## src/rtl/elastic_pipeline_stage.sv

```systemverilog
// rtl/elastic_pipeline_stage.sv - one pipeline stage: valid bit plus data register
module elastic_pipeline_stage #(
    parameter int BIT_WIDTH  = 10,
    parameter int RESET_DATA = 1
) (
    input  logic                 clk,
    input  logic                 reset_n,
    input  logic                 flush,
    input  logic                 load,
    input  logic                 up_valid,
    input  logic [BIT_WIDTH-1:0] up_data,
    output logic                 valid,
    output logic [BIT_WIDTH-1:0] data
);

    // Valid bit: flush wins over load, otherwise take the upstream valid when loading
    always_ff @(posedge clk or negedge reset_n) begin
        if (!reset_n) begin
            valid <= 1'b0;
        end else if (flush) begin
            valid <= 1'b0;
        end else if (load) begin
            valid <= up_valid;
        end
    end

    // Data register keeps its contents across a flush; reset is optional
    if (RESET_DATA != 0) begin : g_data_rst
        // Data with asynchronous clear
        always_ff @(posedge clk or negedge reset_n) begin
            if (!reset_n) begin
                data <= '0;
            end else if (load && !flush) begin
                data <= up_data;
            end
        end
    end else begin : g_data_norst
        // Data without reset
        always_ff @(posedge clk) begin
            if (load && !flush) begin
                data <= up_data;
            end
        end
    end

endmodule

```

## src/rtl/elastic_pipeline.sv

```systemverilog
// rtl/elastic_pipeline.sv - elastic register pipeline with backpressure, bubble collapse and flush
module elastic_pipeline #(
    parameter int BIT_WIDTH        = 10,
    parameter int NUMBER_OF_STAGES = 5,
    parameter int RESET_DATA       = 1,
    localparam int OCC_W = (NUMBER_OF_STAGES == 0) ? 1 : $clog2(NUMBER_OF_STAGES + 1)
) (
    input  logic                 clk,
    input  logic                 reset_n,
    input  logic                 flush,
    input  logic                 in_valid,
    output logic                 in_ready,
    input  logic [BIT_WIDTH-1:0] in_data,
    output logic                 out_valid,
    input  logic                 out_ready,
    output logic [BIT_WIDTH-1:0] out_data,
    output logic [OCC_W-1:0]     occupancy
);

    if (NUMBER_OF_STAGES == 0) begin : g_passthru
        // No storage: clock and reset are not needed here
        logic unused_clk_rst;
        assign unused_clk_rst = clk ^ reset_n;

        assign out_valid = in_valid && !flush;
        assign in_ready  = out_ready && !flush;
        assign out_data  = in_data;
        assign occupancy = '0;
    end else begin : g_pipe
        localparam int N = NUMBER_OF_STAGES;

        logic [N-1:0]                stage_valid;
        logic [N-1:0][BIT_WIDTH-1:0] stage_data;
        logic [N-1:0]                advance;
        logic [N-1:0]                load;
        logic [OCC_W-1:0]            pop_count;

        // Advance chain from the output back to the input; an empty stage always loads
        always_comb begin
            advance = '0;
            load    = '0;
            advance[N-1] = out_ready;
            load[N-1]    = !stage_valid[N-1] || out_ready;
            for (int k = N - 2; k >= 0; k--) begin
                advance[k] = load[k+1];
                load[k]    = !stage_valid[k] || advance[k];
            end
        end

        for (genvar k = 0; k < N; k++) begin : g_stage
            logic                 up_valid;
            logic [BIT_WIDTH-1:0] up_data;

            if (k == 0) begin : g_first
                assign up_valid = in_valid;
                assign up_data  = in_data;
            end else begin : g_next
                assign up_valid = stage_valid[k-1];
                assign up_data  = stage_data[k-1];
            end

            elastic_pipeline_stage #(
                .BIT_WIDTH  (BIT_WIDTH),
                .RESET_DATA (RESET_DATA)
            ) u_stage (
                .clk      (clk),
                .reset_n  (reset_n),
                .flush    (flush),
                .load     (load[k]),
                .up_valid (up_valid),
                .up_data  (up_data),
                .valid    (stage_valid[k]),
                .data     (stage_data[k])
            );
        end

        // Population count of the stage valid flops
        always_comb begin
            pop_count = '0;
            for (int i = 0; i < N; i++) begin
                pop_count = pop_count + OCC_W'(stage_valid[i]);
            end
        end

        assign in_ready  = load[0] && !flush;
        assign out_valid = stage_valid[N-1] && !flush;
        assign out_data  = stage_data[N-1];
        assign occupancy = pop_count;
    end

endmodule

```

## config.mk

```make
export PLATFORM = sky130hd
export DESIGN_NAME = elastic_pipeline
export DESIGN_NICKNAME = d
export VERILOG_FILES = /design/src/rtl/elastic_pipeline_stage.sv /design/src/rtl/elastic_pipeline.sv
export SDC_FILE = /design/constraint.sdc
export NUM_CORES = 1
export LEC_CHECK = 0
export CORE_MARGIN = 4
export CORE_UTILIZATION = 57
export DETAILED_ROUTE_END_ITERATION = 8
export PLACE_DENSITY_LB_ADDON = 0.25
export SLEW_MARGIN = 20
export SYNTH_ARGS = -nofsm -noshare
export SYNTH_HDL_FRONTEND = slang
export SYNTH_SLANG_ARGS = --single-unit
```

## constraint.sdc

```tcl
create_clock -name clk -period 5.9 [get_ports clk]
set_input_delay 1.18 -clock clk [delete_from_list [all_inputs] [get_ports clk]]
set_output_delay 1.18 -clock clk [all_outputs]
set_load 0.1 [all_outputs]
```

==> results.ini, run 1 <==
[cells_and_area]
area_growth_pct = 20.81
fin_nets = 180
antenna_cells = 0
drive_gt1_frac = 0.3988

[pwr]
ir_worst_vdd_v = 0.0002241
p_leak_nw = 1.142
power.density_nw_per_um2 = 411.1

[detailed_routing]
drc = 0
initialDrtViolationCount = 36
routed_wl_um = 3319
dr.pass1.iters = 4
wire_per_inst_um = 15.73
via_per_inst = 5.332
drtAntennaViolNets = 0
vias = 1125

[worst_setup_path]
crit_type = in -> out
crit_top_cell = clkdlybuf4s50_1
r2r_start = g_pipe.g_stage[3].u_stage.valid$_DFFE_PN0P_
cp_num_buf_inv = 2
end_kind = output pin
path_cells = clkdlybuf4s50_1 > nor2b_1 > clkdlybuf4s50_1
worstSetupStartpoint = flush
cp_max_fo = 11
cpMaxStageDelayCell = clkdlybuf4s50_1
cp_slowest_stage_delay_ns = 1.15
required_ns = 4.72
cp_top_family = buffers and inverters
startpoint_type = primary input
critPathArrivalTime_ns = 3.25

[sta]
min_period_ns = 4.429
timing.slew.headroom = 0.3553
hold_slack_ns = 0.5121
rsz0062_at_grt = no
setup_viol = 0
period_share = 0.7506
maxSlewViolCount = 0
finalHoldViolCount = 0
max_freq_ghz = 0.2258
fin_worst_skew_ns = 0.005547
layout_setup_ws_ns = 1.471
finalSetupTns_ns = 0
tightest_slew_ns = 0.9640

[clocking]
ctsResizeCount = 0
ctsHoldBuffers = 0
clock_path_buffers = 2
htreeDepth = 2
cts_setup_buffers = 0
cts_buffers = 5
insertion_delay_ns = 0.30
clock-sinks = 55
clk_pin_slew_ns = 0.09
cts_root_buf = clkbuf_8
cts_tree = yes

[floorplanning]
io_pins = 30
dieArea_sq_um = 4882
rows = 22
start_util = 0.5916
die_w_um = 69.87
core-area_sq_um = 3689
die_y_um = 69.87

[logic_synthesis]
synth_edf_count = 0
synth_cell_types = 17
synthFlopType = dfrtp_1
synth.largest_area_cell = dfrtp_1
ys_top_cells_by_area = dfrtp_1 (63%), mux2_2 (21%), mux2_4 (6.2%), fa_1 (1.8%), nor2_1 (1.2%)
yosysWarnings = 0
synth-async-reset-ratio = 1.000
netlist_area_sq_um = 2182
synth_fp_nets = 147
yosysSeqAreaShare = 0.6307
netlist.area_leader.share = 0.6307
avgSynthCellArea_sq_um = 16.92
ys_seq_elements = 55
synthCells = 129

[placed_design]
place_congestion = 0.7427
dp_hpwl_um = 2393
port_buffers = 29
place_ws_ns = 1.473

[global_routing]
grt_use_total = 0.1499
grt_pass1_wl_um = 5685
grt_start_max_net_pins = 56
first_global_vias = 1217
overflow = 0
antenna_found_initial = 0

[min_path]
hold_path_startpoint = g_pipe.g_stage[1].u_stage.data[0]$_DFFE_PN0P_
min_path_type = reg -> reg

[flow_run]
drv_cap = 0

[status]
outcome = completed

==> kinds of logic (layout without fill, tap and decap cells) <==
logic type               after synthesis  count (layout)  synth area share
AND/OR/NAND/NOR                       12              12           0.03039
buffers and inverters                  3              37           0.01261
multiplexers                          50              50            0.2735
AO/OA/AOI/OAI                          6               6           0.02867
flip-flops                            55              55            0.6307
adder cells (fa/ha/maj)                3               3           0.02408
==> flip-flops by register name, indices dropped and copies added (netlist names) <==
register                      cells
g_pipe.g_stage.u_stage.data      50
g_pipe.g_stage.u_stage.valid      5
==> power by group <==
part           internal [mW]  total, mW  switching [mW]
sequential             0.445      0.483          0.0381
clock                  0.169      0.288           0.119
combinational          0.104      0.312           0.208
==> through the flow <==
stage                       util  power (mW)  area, sq um  cells
after floorplan                -      0.7217         2182    129
after global placement    0.6771      0.7932         2497    203
after detailed placement  0.6771      0.8068         2497    203
after CTS                 0.7140       1.092         2634    211
after global routing      0.7147       1.126         2636    211
final                     0.7147       1.084         2636    211
==> synth_stat cells (2+ instances only) <==
cell type  number
mux2_2         41
buf_6           2
a21oi_1         2
mux2_4          9
fa_1            2
nor2_1          7
nor2b_1         2
dfrtp_1        55
==> cells in the final DEF (no fill, tap or decap), drive strengths merged <==
| master | instances |
|---|---|
| clkdlybuf4s50 | 27 |
| clkinvlp | 1 |
| bufinv | 2 |
| nor2 | 9 |
| clkbuf | 5 |
| a31oi | 2 |
| mux2 | 50 |
| ha | 1 |
| fa | 2 |
| and4b | 1 |
| a21oi | 4 |
| buf | 2 |
| dfrtp | 55 |
| nor2b | 2 |
==> final timing paths <==
path,endpoint,slack [ns],cells after the start
worst max-delay path,out_valid,1.47,3
worst min-delay path,g_pipe.g_stage[2].u_stage.data[0]$_DFFE_PN0P_,0.51,1
worst max register to register,g_pipe.g_stage[0].u_stage.data[0]$_DFFE_PN0P_,4.03,3
worst min register to register,g_pipe.g_stage[2].u_stage.data[0]$_DFFE_PN0P_,0.51,1
max in group asynchronous,g_pipe.g_stage[4].u_stage.data[6]$_DFFE_PN0P_,4.57,1
min in group asynchronous,g_pipe.g_stage[4].u_stage.valid$_DFFE_PN0P_,0.90,1
==> routing by layer <==
layer	global-route usage	share of wire
met1	0.1977	0.47
met2	0.2256	0.47
met3	0.04173	0.041
met4	0.08085	0.022
met5	0	0
==> area by class of cell <==
type / count / area (sq um)
flip-flops and latches: 55 / 1376
fillers: 259 / 1052
multi-input cells: 71 / 778.2
repair buffers: 29 / 285.3
clock buffers: 5 / 68.82
clock inverters: 3 / 67.56
well taps: 48 / 60.06
Power figures use the tool's default switching activity.
==> run 2: changes to the inputs <==
--- a/config.mk
+++ b/config.mk
@@ -6,7 +6,7 @@
 export NUM_CORES = 1
 export LEC_CHECK = 0
 export CORE_MARGIN = 4
-export CORE_UTILIZATION = 57
+export CORE_UTILIZATION = 48
 export DETAILED_ROUTE_END_ITERATION = 8
 export PLACE_DENSITY_LB_ADDON = 0.25
 export SLEW_MARGIN = 20
==> constraint.sdc (replaced) <==
create_clock -name clk -period 3.9 [get_ports clk]
set_input_delay 0.78 -clock clk [delete_from_list [all_inputs] [get_ports clk]]
set_output_delay 0.78 -clock clk [all_outputs]
set_load 0.1 [all_outputs]
==> results.ini, run 2 (synthesis results as in run 1) <==
[detailed_routing]
via_per_inst = 5.116  ; -4.1%
dr.pass1.iters = 4  ; unchanged
initialDrtViolationCount = 40  ; +11%
wire_per_inst_um = 14.98  ; -4.8%
vias = 1105  ; -1.8%
drc = 0  ; unchanged
drtAntennaViolNets = 0  ; unchanged
routed_wl_um = 3235  ; -2.5%

[cells_and_area]
area_growth_pct = 21.50
mostFrequentLayoutCells = dfrtp_1 (55), mux2_2 (41), clkdlybuf4s50_1 (23)
antenna_cells = 0  ; unchanged
num-fill-cells = 322  ; +24%
largest_reg_flops = 50  ; unchanged
mostFrequentLayoutCell = dfrtp_1
fin_nets = 181  ; +0.56%
finalInstanceArea_sq_um = 2651  ; +0.57%
drive_gt1_frac = 0.4268  ; +0.02806
reg_top3 = g_pipe.g_stage.u_stage.data: 50 flops, g_pipe.g_stage.u_stage.valid: 5 flops
final_util = 0.6047  ; -0.1100
top_register = g_pipe.g_stage.u_stage.data

[worst_setup_path]
end_kind = output pin
cp_max_fo = 6  ; -5
required_ns = 3.12  ; -1.60 ns
critPathArrivalTime_ns = 2.28  ; -0.97 ns
startpoint_type = flip-flop
crit_type = reg -> out

[sta]
setup_viol = 0  ; unchanged
rsz0062_at_grt = no
fin_worst_skew_ns = 0.003004  ; -0.002542 ns
tightest_slew_ns = 0.9656  ; +0.001545 ns
finalHoldViolCount = 0  ; unchanged
maxSlewViolCount = 0  ; unchanged
min_period_ns = 3.057
max_freq_ghz = 0.3271
timing.slew.headroom = 0.3543  ; -0.001034
finalSetupTns_ns = 0  ; unchanged
period_share = 0.7839

[placed_design]
place_congestion = 0.7560  ; +1.8%
dp_hpwl_um = 2347  ; -1.9%
port_buffers = 29  ; unchanged
place_area_sq_um = 2512  ; +0.60%

[clocking]
cts_setup_buffers = 0  ; unchanged
cts_buffers = 5  ; unchanged
ctsResizeCount = 0  ; unchanged
clock-sinks = 55  ; unchanged
htreeDepth = 2  ; unchanged
insertion_delay_ns = 0.30  ; about the same
cts_tree = yes
cts_root_buf = clkbuf_8
ctsHoldBuffers = 0  ; unchanged
clk_pin_slew_ns = 0.09  ; about the same
clock_path_buffers = 2  ; unchanged

[floorplanning]
io_pins = 30  ; unchanged
die_w_um = 75.43  ; +8.0%
core-area_sq_um = 4384  ; +19%
rows = 24  ; +9.1%
dieArea_sq_um = 5689  ; +17%
start_util = 0.4977  ; -0.09387
die_y_um = 75.43  ; +8.0%

[global_routing]
grt_pass1_wl_um = 5506  ; -3.1%
first_global_vias = 1127  ; -7.4%
grt_start_max_net_pins = 56  ; unchanged
antenna_found_initial = 0  ; unchanged
grt_use_total = 0.1301  ; -0.01986
overflow = 0  ; unchanged

[flow_run]
drv_cap = 0  ; unchanged

[min_path]
min_path_type = in -> async

[pwr]
power.density_nw_per_um2 = 616.7  ; +50%
p_leak_nw = 1.159  ; +1.5%
ir_worst_vdd_v = 0.0002550  ; +14%

[status]
outcome = completed

run 2: path summary, 6_finish.rpt:
check / endpoint / slack, ns / depth (start not counted) / from
hold reg to reg: g_pipe.g_stage[3].u_stage.data[8]$_DFFE_PN0P_ / 0.51 / 1 / g_pipe.g_stage[3].u_stage.data[8]$_DFFE_PN0P_
hold / removal: g_pipe.g_stage[4].u_stage.valid$_DFFE_PN0P_ / 0.51 / 1 / reset_n
max in group asynchronous: g_pipe.g_stage[1].u_stage.data[8]$_DFFE_PN0P_ / 2.96 / 1 / reset_n
min in group clk: g_pipe.g_stage[3].u_stage.data[8]$_DFFE_PN0P_ / 0.51 / 1 / g_pipe.g_stage[3].u_stage.data[8]$_DFFE_PN0P_
setup / recovery: occupancy[1] / 0.84 / 4 / g_pipe.g_stage[1].u_stage.valid$_DFFE_PN0P_
setup reg to reg: g_pipe.g_stage[0].u_stage.data[0]$_DFFE_PN0P_ / 2.08 / 4 / g_pipe.g_stage[3].u_stage.valid$_DFFE_PN0P_
run 2: per-layer routing:
| layer | track usage | vias up | wire, um |
|---|---|---|---|
| met1 | 0.1726 | 549 | 1470 |
| met4 | 0.05243 | 0 | 56 |
| met5 | 0 | - | 0 |
| met2 | 0.1985 | 26 | 1515 |
| li1 | - | 525 | - |
| met3 | 0.04222 | 5 | 193 |
run 2: metrics by stage:
step	hold WS, ns	cells	setup WS (ns)	total power, mW
floorplan	0.4749	129	0.8034	1.092
global placement	0.4848	208	1.020	1.203
detailed placement	0.4922	208	1.025	1.219
CTS	0.5149	216	0.8271	1.654
global route	0.5264	216	0.7413	1.706
finish	0.5051	216	0.8427	1.635
run 2: cell type report:
type | instances | area, sq um | share of cell area
flip-flops and latches | 55 | 1376 | 0.5191
well taps | 52 | 65.06 | 0.02454
repair buffers | 30 | 295.3 | 0.1114
clock buffers | 5 | 68.82 | 0.02596
multi-input cells | 71 | 778.2 | 0.2935
clock inverters | 3 | 67.56 | 0.02548
run 2: where the power goes:
| group | switching, mW | total, mW | internal (mW) |
|---|---|---|---|
| clock | 0.178 | 0.434 | 0.256 |
| combinational | 0.314 | 0.473 | 0.158 |
| sequential | 0.0550 | 0.728 | 0.673 |
run 2: worst max-delay path, cell delays in order (launching register included):
cell,delay (ns)
dfrtp_1,0.54
fa_1,0.49
fa_1,0.38
ha_1,0.28
buf_4,0.28
==> run 3: changes to the inputs <==
==> constraint.sdc (replaced) <==
create_clock -name clk -period 2.6 [get_ports clk]
set_input_delay 0.52 -clock clk [delete_from_list [all_inputs] [get_ports clk]]
set_output_delay 0.52 -clock clk [all_outputs]
set_load 0.1 [all_outputs]
==> results.ini, run 3 (synthesis results as in run 1) <==
[status]
outcome = completed

[clocking]
cts_root_buf = clkbuf_8
cts_buffers = 5  ; unchanged
cts_tree = yes
clock_path_buffers = 2  ; unchanged
clock-sinks = 55  ; unchanged
clk_pin_slew_ns = 0.09  ; about the same
insertion_delay_ns = 0.30  ; about the same
htreeDepth = 2  ; unchanged

[placed_design]
dpl.cell_count = 212  ; +1.9%
place_ws_ns = 0.2253  ; -0.7995 ns
port_buffers = 29  ; unchanged
place_congestion = 0.6931  ; -8.3%
place_area_sq_um = 2572  ; +2.4%
dp_hpwl_um = 2540  ; +8.2%

[cells_and_area]
mostFrequentLayoutCell = dfrtp_1
finalInstanceArea_sq_um = 2689  ; +1.4%
fin_nets = 188  ; +3.9%
reg_top3 = g_pipe.g_stage.u_stage.data: 50 flops, g_pipe.g_stage.u_stage.valid: 5 flops
largest_reg_flops = 50  ; unchanged
antenna_cells = 0  ; unchanged
drive_gt1_frac = 0.5205  ; +0.09364
top_register = g_pipe.g_stage.u_stage.data
fin_cells = 223  ; +3.2%
area_growth_pct = 23.22
mostFrequentLayoutCells = dfrtp_1 (53), mux2_2 (41), buf_4 (18)

[pwr]
p_int_mw = 1.436  ; +32%
ir_worst_vdd_v = 0.0003702  ; +45%
clockPowerShare = 0.195  ; -0.070
p_leak_nw = 1.186  ; +2.4%
total_power_mw = 2.246  ; +37%
p_sw_frac = 0.3608  ; +0.02584
combPwrFrac = 0.318  ; +0.029
p_seq_frac = 0.487  ; +0.042
p_switching_mw = 0.8102  ; +48%
power.density_nw_per_um2 = 835.2  ; +35%

[worst_setup_path]
r2r_start = g_pipe.g_stage[3].u_stage.valid$_DFFE_PN0P_
r2r_cells = 5  ; +1
required_ns = 2.08  ; -1.04 ns
crit_type = reg -> out
cp_top_family = adder cells
end_kind = output pin
r2r_end = g_pipe.g_stage[1].u_stage.data[3]$_DFFE_PN0P_
r2r_slack_ns = 0.80  ; -1.28 ns
path_cells = fa_1 > fa_2 > ha_4 > buf_12
cp_num_buf_inv = 1  ; unchanged
cpMaxStageDelayCell = fa_1
critPathArrivalTime_ns = 2.02  ; -0.26 ns
cp_max_fo = 2  ; -4
startpoint_type = flip-flop
cp_slowest_stage_delay_ns = 0.49  ; -0.05 ns

[sta]
max_freq_ghz = 0.3934
setup_viol = 0  ; unchanged
tightest_slew_ns = 0.6838  ; -0.2818 ns
timing.slew.headroom = 0.5442  ; +0.1899
rsz0062_at_grt = yes
maxSlewViolCount = 0  ; unchanged
period_share = 0.9776
fin_worst_skew_ns = 0.007146  ; +0.004142 ns
finalHoldViolCount = 0  ; unchanged
min_period_ns = 2.542
hold_slack_ns = 0.2561  ; -0.2490 ns
layout_setup_ws_ns = 0.05824  ; -0.7844 ns

[floorplanning]
rows = 24  ; unchanged
io_pins = 30  ; unchanged
die_w_um = 75.43  ; unchanged
core-area_sq_um = 4384  ; unchanged
start_util = 0.4977  ; unchanged
die_y_um = 75.43  ; unchanged
dieArea_sq_um = 5689  ; unchanged

[global_routing]
grt_use_total = 0.1368  ; +0.006698
first_global_vias = 1195  ; +6.0%
overflow = 0  ; unchanged
antenna_found_initial = 0  ; unchanged
grt_start_max_net_pins = 33  ; -41%
grt_pass1_wl_um = 5844  ; +6.1%

[detailed_routing]
drc = 0  ; unchanged
wire_per_inst_um = 15.19  ; +1.4%
routed_wl_um = 3387  ; +4.7%
vias = 1164  ; +5.3%
drtAntennaViolNets = 0  ; unchanged
dr.pass1.iters = 4  ; unchanged
via_per_inst = 5.220  ; +2.0%
initialDrtViolationCount = 44  ; +10%

[min_path]
min_path_type = in -> async

[flow_run]
drv_cap = 0  ; unchanged

-- run 3: how the worst max path moves through the flow --
stage	slack [ns]	start	endpoint	depth (start not counted)
6_report	0.06	g_pipe.g_stage[0].u_stage.valid$_DFFE_PN0P_	occupancy[1]	4
5_1_grt	-0.003	g_pipe.g_stage[0].u_stage.valid$_DFFE_PN0P_	occupancy[1]	4
4_1_cts	0.04	g_pipe.g_stage[0].u_stage.valid$_DFFE_PN0P_	occupancy[1]	4
3_5_place_dp	0.23	g_pipe.g_stage[1].u_stage.valid$_DFFE_PN0P_	occupancy[1]	4
3_3_place_gp	0.26	g_pipe.g_stage[1].u_stage.valid$_DFFE_PN0P_	occupancy[1]	4
2_1_floorplan	0.02	flush	out_valid	2
-- run 3: worst reg2reg max path: stages, from the launching register on --
cell     delay, ns
dfrtp_1       0.41
buf_4         0.15
and4b_1       0.24
buf_4         0.19
a21oi_4       0.32
mux2_2        0.38
-- run 3: timing repair --
action / 4_1_cts / 5_1_grt
setup buffers: 2 / 1
endpoints found under the hold margin: 0 / 0
hold buffers: 0 / 0
gates resized for setup: 3 / 0
endpoints found under the setup margin: 1 / 1
-- run 3: area by class of cell --
class | instances | area [sq um]
clock buffers | 7 | 76.32
well taps | 52 | 65.06
fillers | 341 | 1695
flip-flops and latches | 55 | 1379
clock inverters | 1 | 5.005
multi-input cells | 71 | 793.3
repair buffers | 37 | 370.4
-- run 3: layer usage --
metal	up-vias	part of all wire	GRT usage
met5	-	0	0
met4	0	0.013	0.05243
met3	5	0.043	0.02902
met2	27	0.49	0.2157
met1	593	0.46	0.1864
li1	539	-	-
-- run 3: power by group through the flow --
stage | registers, mW | logic, mW | clock network, mW
after CTS | 1.10 | 0.721 | 0.454
after detailed placement | 1.12 | 0.714 | 0
after global routing | 1.12 | 0.745 | 0.489
after floorplan | 1.43 | 0.214 | 0
final | 1.09 | 0.714 | 0.438
after global placement | 1.10 | 0.701 | 0
-- run 3: stage by stage --
stage / util / TNS (ns)
2_1_floorplan: - / 0
3_3_place_gp: 0.5868 / 0
3_5_place_dp: 0.5868 / 0
4_1_cts: 0.6116 / 0
5_1_grt: 0.6133 / -0.002625
6_report: 0.6133 / 0
